===== src/rtl/cpa_pipe_stage.sv =====
// cpa_pipe_stage: two-stage lookahead carry-propagate adder with valid/ready handshake.
// Optional CPA_ZERO_FLAG_EN adds a registered out_zero flag alongside out_sum.
module cpa_pipe_stage #(
  parameter int WIDTH = 32
) (
  input  logic             clk,
  input  logic             rst,
  input  logic             in_valid,
  output logic             in_ready,
  input  logic [WIDTH-1:0] in_sum,
  input  logic [WIDTH-1:0] in_carry,
  input  logic             in_cin,
  output logic             out_valid,
  input  logic             out_ready,
  output logic [WIDTH-1:0] out_sum,
  output logic             out_cout
`ifdef CPA_ZERO_FLAG_EN
  ,
  output logic             out_zero
`endif
);
  localparam int NN = WIDTH / 4;
  localparam int NB = WIDTH / 16;

  logic             r_s1_valid;
  logic [WIDTH-1:0] r_p, r_g;
  logic             r_cin;
  logic [NN-1:0]    r_gm, r_pm;
  logic             w_adv1, w_adv2;
  logic [WIDTH-1:0] w_p, w_g, w_c, w_sum;
  logic [NN-1:0]    w_gm, w_pm;
  logic [NN:0]      w_c4;

  // Sum-of-products lookahead: carry out of the low n positions of a 4-wide group.
  function automatic logic f_la(input logic [3:0] g, input logic [3:0] p, input logic c, input int n);
    logic t, pp;
    t = 1'b0;
    pp = 1'b1;
    for (int m = n - 1; m >= 0; m--) begin
      t = t | (pp & g[m]);
      pp = pp & p[m];
    end
    return t | (pp & c);
  endfunction

  assign w_adv2   = !out_valid | out_ready;
  assign w_adv1   = !r_s1_valid | w_adv2;
  assign in_ready = w_adv1;
  assign w_p      = in_sum ^ in_carry;
  assign w_g      = in_sum & in_carry;

  always_comb begin
    w_gm = '0;
    w_pm = '0;
    for (int k = 0; k < NN; k++) begin
      w_gm[k] = f_la(w_g[4*k +: 4], w_p[4*k +: 4], 1'b0, 4);
      w_pm[k] = &w_p[4*k +: 4];
    end
  end

  // Nibble carries resolved per 16-bit block; each block's carry-out feeds the next block.
  always_comb begin
    w_c4 = '0;
    w_c  = '0;
    w_c4[0] = r_cin;
    for (int b = 0; b < NB; b++)
      for (int j = 1; j <= 4; j++)
        w_c4[4*b+j] = f_la(r_gm[4*b +: 4], r_pm[4*b +: 4], w_c4[4*b], j);
    for (int k = 0; k < NN; k++)
      for (int i = 0; i < 4; i++)
        w_c[4*k+i] = f_la(r_g[4*k +: 4], r_p[4*k +: 4], w_c4[k], i);
    w_sum = r_p ^ w_c;
  end

  always_ff @(posedge clk or posedge rst) begin
    if (rst) begin
      r_s1_valid <= 1'b0;
      r_p        <= '0;
      r_g        <= '0;
      r_cin      <= 1'b0;
      r_gm       <= '0;
      r_pm       <= '0;
      out_valid  <= 1'b0;
      out_sum    <= '0;
      out_cout   <= 1'b0;
`ifdef CPA_ZERO_FLAG_EN
      out_zero   <= 1'b0;
`endif
    end else begin
      if (w_adv1) r_s1_valid <= in_valid;
      if (w_adv1 && in_valid) begin
        r_p   <= w_p;
        r_g   <= w_g;
        r_cin <= in_cin;
        r_gm  <= w_gm;
        r_pm  <= w_pm;
      end
      if (w_adv2) out_valid <= r_s1_valid;
      if (w_adv2 && r_s1_valid) begin
        out_sum  <= w_sum;
        out_cout <= w_c4[NN];
`ifdef CPA_ZERO_FLAG_EN
        out_zero <= (w_sum == '0);
`endif
      end
    end
  end
endmodule


===== config.mk =====
export PLATFORM = sky130hd
export DESIGN_NAME = cpa_pipe_stage
export DESIGN_NICKNAME = d
export VERILOG_FILES = /design/src/rtl/cpa_pipe_stage.sv
export SDC_FILE = /design/constraint.sdc
export NUM_CORES = 1
export LEC_CHECK = 0
export BUFFER_PORTS_ARGS = -buffer_cell sky130_fd_sc_hd__buf_2
export CORE_ASPECT_RATIO = 1.5
export CORE_UTILIZATION = 56
export CTS_CLUSTER_DIAMETER = 150
export DETAILED_ROUTE_END_ITERATION = 10
export PLACE_DENSITY = 0.81
export SYNTH_ARGS = -nofsm -noshare
export SYNTH_HDL_FRONTEND = slang
export SYNTH_SLANG_ARGS = --single-unit

===== constraint.sdc =====
create_clock -name clk -period 4.4 [get_ports clk]
set_input_delay 0.88 -clock clk [delete_from_list [all_inputs] [get_ports clk]]
set_output_delay 0.88 -clock clk [all_outputs]
set_load 0.005 [all_outputs]

Word-level counts from Yosys, hierarchy flattened
Cells that the tools add are included.
{"block": "totals", "reg_bits": 115, "inputBits": 69, "output_inout_bits": 35, "elab_cells": 262}
{"block": "classes", "n_bitwise": 241, "n_reduce_logical": 12}
{"op": "$and A1 B1 Y1", "n": 144}
{"op": "$or A1 B1 Y1", "n": 94}
{"op": "$xor A32 B32 Y32", "n": 2}
{"op": "$and A32 B32 Y32", "n": 1}
{"op": "$reduce_and A4 Y1", "n": 8}
{"op": "$logic_and A1 B1 Y1", "n": 2}
{"op": "$logic_not A1 Y1", "n": 2}

Depth between registers and ports, before layout
{"block": "depth", "depth_word": 10, "ltp_mapped": 9, "mapped_depth_nobuf": 8}

Worst setup path after synthesis
OpenSTA, ideal clock, no wires.
{"block": "synth_timing", "path_type": "input -> register", "from": "in out_ready", "to": "reg out_sum[7]", "arrival_time_ps": 1861, "path_slack_ps": 2410, "stages": 7, "path_buffers": 2, "cell_sequence": "nand2b_1 > nand2_1 > buf_2 > buf_1 > nor3b_1 > a21oi_1 > nand3_1"}
{"block": "synth_via", "elab_chain_len": 2}
{"element": "start: declaration", "line_no": "14", "text": "input logic out_ready,"}
{"element": "$or A1 B1 Y1", "line_no": "46", "text": "assign w_adv2 = !out_valid | out_ready;"}
{"element": "$logic_and A1 B1 Y1", "line_no": "99", "text": "if (w_adv2 && r_s1_valid) begin"}
{"element": "end signal: assignment", "line_no": "100", "text": "out_sum <= w_sum;"}
{"element": "end: declaration", "line_no": "15", "text": "output logic [WIDTH-1:0] out_sum,"}
No other way between the ends.
A chain may end at the register's enable or synchronous reset.

Final worst setup path
{"block": "layout_timing", "from": "in out_ready", "to": "out in_ready"}
{"block": "layout_via", "elab_chain_len": 2}
{"element": "$or A1 B1 Y1", "line_no": "46"}
{"element": "$or A1 B1 Y1", "line_no": "47", "text": "assign w_adv1 = !r_s1_valid | w_adv2;"}
{"element": "end: declaration", "line_no": "9", "text": "output logic in_ready,"}
No other way between the ends.

==> impl_results.md <==
* Max-slew violation count at 0
* R2R Path End: r_gm[7]
* Final wirelength at 11,400 µm
* Crit path to: in_ready
* Slowest cell on crit path: nand3b_1
* Pre-Repair DR Iteration Count at 4
* Cell count after placement at 686
* Yosys top cell area share at 49.6%
* CP Launch Type: input pin
* Cell mode on critical path: buf_2
* Post-synth EDFFs at 0
* Die footprint at 0.0101 mm²
* Crit-path max cell delay at 0.23 ns
* Detailed-placement wirelength estimate at 8430 µm
* Crit path kind: in2out
* Clock latency on the worst-skew pair at 0.35 ns
* Worst reg-to-reg setup slack at 2.39 ns
* RSZ-0062 raised after global routing: no
* # hold bufs at CTS at 0
* Routed wire per std cell at 16.2 µm
* Antenna Cells at 0
* Max Freq at 442 MHz
* H-tree levels at 3
* Outcome: finished clean
* Pwr dens at 457 mW/mm²
* Post-synthesis sequential area ratio at 49.6%
* Gates resized, CTS repair at 0
* Top cells by count, synth: dfrtp_1 (108), nand2_1 (61), mux2_2 (58), ha_1 (40), o21ai_0 (37)
* Clock sinks at 108
* Arrival time at the worst endpoint at 1.38 ns
* Crit path launch: out_ready
* Worst path bufs/invs at 2
* Syn Nets at 594
* Placer Congestion at 0.844
* Tmin final at 2.26 ns
* CP cell instances: buf_2, nand3b_1, buf_2
* First-pass GRT wire length at 18,700 µm
* Layout cells sized above 1 at 33.4%
* Die height at 123 µm
* PortBufs at 103
* Worst r2r src: r_s1_valid
* Clock Path Buffers at 2
* DRT iter0 DRCs at 214
* Cell taking the most area after synthesis: dfrtp_1
* P&R area growth vs syn at 16.9%
* Clock Root Buffer: clkbuf_16
* Final Cell Area at 0.00637 mm²
* Max_cap viols at 0
* Post-Synthesis Cell Area at 0.00545 mm²
* GR Util All Layers at 24.9%
* Post-Syn Instances at 485
* Worst Tran Pin Value at 0.993 ns
* Post-CTS Setup Bufs at 0
* CTS buffer count at 9
* Area after DPL at 0.00607 mm²
* Syn Area/Cell at 11.2 µm²
* Synth top area cells: dfrtp_1 (50%), mux2_2 (12%), ha_1 (9.2%)
* Fin nets at 694
* Vias in the first global route at 4,189
* CP Depth at 3
* Top-count cell post-synth: dfrtp_1
* Min-delay src: out_sum[8]
* Synth cell types at 47
* Worst EP required at 3.52 ns
* Hold slack final at 0.475 ns
* Slew headroom at 33.7%
* CP Max Fanout at 3
* Die Wd at 82.6 µm
* Starting Density at 58.2%
* Post-Layout Cell Count at 702
* Final setup vio count at 0
* Syn. warnings at 0
* Synth Register Bits at 108
* CTS clock-pin slew for the worst setup and hold paths at 0.07 ns
* CTS tree: built
* Crit path max-delay family: buffers and inverters
* Antenna-violating nets left at 0
* Area of the core at 0.00936 mm²
* Async SR Flop Fraction at 100%
* Grt total ovfl at 0
* Setup_tns at 0 ns
* Largest net degree at the start of global routing at 90
* Maximum vdd drop at 0.000310 V
* Ports at 104
* Fillers at 718
* Final Hold Fails at 0
* Final Total Pwr at 2910 µW
* Via count at 4,073
* Num rows at 43
* Tcrit/Tclk final at 51.5%
* Initial antenna violation count at 0
* Vias per cell at 5.80
* Synth Flop Type: dfrtp_1
* R2R cell count at 4
* Hold Crit Class: reg2reg
* Post-route DRC at 0
* LEAKAGE at 0.00316 µW
* Clock Skew at 0.00989 ns
* Crit end category: output pin
[through the flow]
stage | setup WS [ns] | utilization, %
floorplan | 0.674 | -
global placement | 1.82 | 64.8
detailed placement | 1.77 | 64.8
CTS | 2.13 | 68.1
global route | 2.04 | 68.1
finish | 2.14 | 68.1
[per-layer routing]
layer | GRT usage [%] | wire length [µm] | vias to the layer above
li1 | - | - | 1941
met1 | 27.2 | 4320 | 2000
met2 | 44.8 | 6330 | 101
met3 | 5.13 | 343 | 31
met4 | 11.9 | 400 | 0
met5 | 0 | 0 | -
[report_power, final]
part           internal (µW)  switching [µW]  leakage, µW  total [µW]
combinational            370             351      0.00169         721
clock                    456             358     0.000144         813
sequential              1210             169      0.00132        1380
[cells by family (layout without fill, tap and decap cells)]
logic type | after synthesis | count (layout) | synth area share (%)
AO/OA/AOI/OAI | 110 | 110 | 13.8
XOR/XNOR | 15 | 15 | 2.41
adder cells (fa/ha/maj) | 40 | 40 | 9.18
buffers and inverters | 33 | 138 | 2.48
flip-flops | 108 | 108 | 49.6
multiplexers | 58 | 58 | 12.0
AND/OR/NAND/NOR | 121 | 121 | 10.6
[worst reg2reg max path, stage by stage (launching register included)]
cell and delay (ns):
dfrtp_1 0.41, nand3b_1 0.19, nand2_4 0.55, a211oi_1 0.63
a21oi_1 0.08
[area by class of cell]
cell class	instances	area, µm²	area share (%)
Inverter	15	58.8	0.923
Clock inverter	6	63.8	1.00
Multi-Input combinational cell	344	2620	41.2
Clock buffer	10	239	3.75
Tap cell	112	140	2.20
Sequential cell	108	2700	42.4
Timing Repair Buffer	107	546	8.56
[cell usage in the layout (no fill, tap or decap), types with 2 or more instances in the layout]
| cell type | netlist | final |
|---|---|---|
| a211oi_1 | 3 | 3 |
| a21o_1 | 22 | 22 |
| a21oi_1 | 18 | 18 |
| a31oi_1 | 6 | 6 |
| and2_1 | 3 | 3 |
| and3_1 | 2 | 2 |
| buf_2 | 9 | 103 |
| buf_4 | 0 | 4 |
| clkbuf_16 | 0 | 9 |
| clkinv_2 | 0 | 2 |
| clkinvlp_4 | 0 | 2 |
| dfrtp_1 | 108 | 108 |
| ha_1 | 40 | 40 |
| inv_1 | 14 | 13 |
| mux2_2 | 58 | 58 |
| nand2_1 | 61 | 59 |
| nand2b_1 | 3 | 3 |
| nand3_1 | 5 | 5 |
| nand3b_1 | 2 | 2 |
| nand4_1 | 9 | 9 |
| nor2_1 | 15 | 15 |
| nor3_1 | 4 | 4 |
| nor3b_1 | 6 | 6 |
| nor4_1 | 2 | 2 |
| o2111ai_1 | 2 | 2 |
| o211ai_1 | 4 | 4 |
| o211ai_2 | 2 | 2 |
| o21ai_0 | 37 | 37 |
| o21bai_1 | 3 | 3 |
| o31ai_1 | 2 | 2 |
| or3_1 | 2 | 2 |
| or4_1 | 4 | 4 |
| xnor2_1 | 8 | 8 |
| xor2_1 | 7 | 7 |
[flip-flops by register name (all words and copies together) (netlist names)]
name and flops:
r_p 32, r_cin 1, r_g 24, r_gm 8
out_cout 1, out_valid 1, r_pm 8, r_s1_valid 1
out_sum 32
[worst min path at each step]
stage,end,depth (start not counted)
floorplan,r_pm[7],2
global route,out_sum[5],2
finish,out_sum[8],2
CTS,out_sum[8],2
global placement,out_sum[8],2
detailed placement,out_sum[8],2
Power figures use the tool's default switching activity.
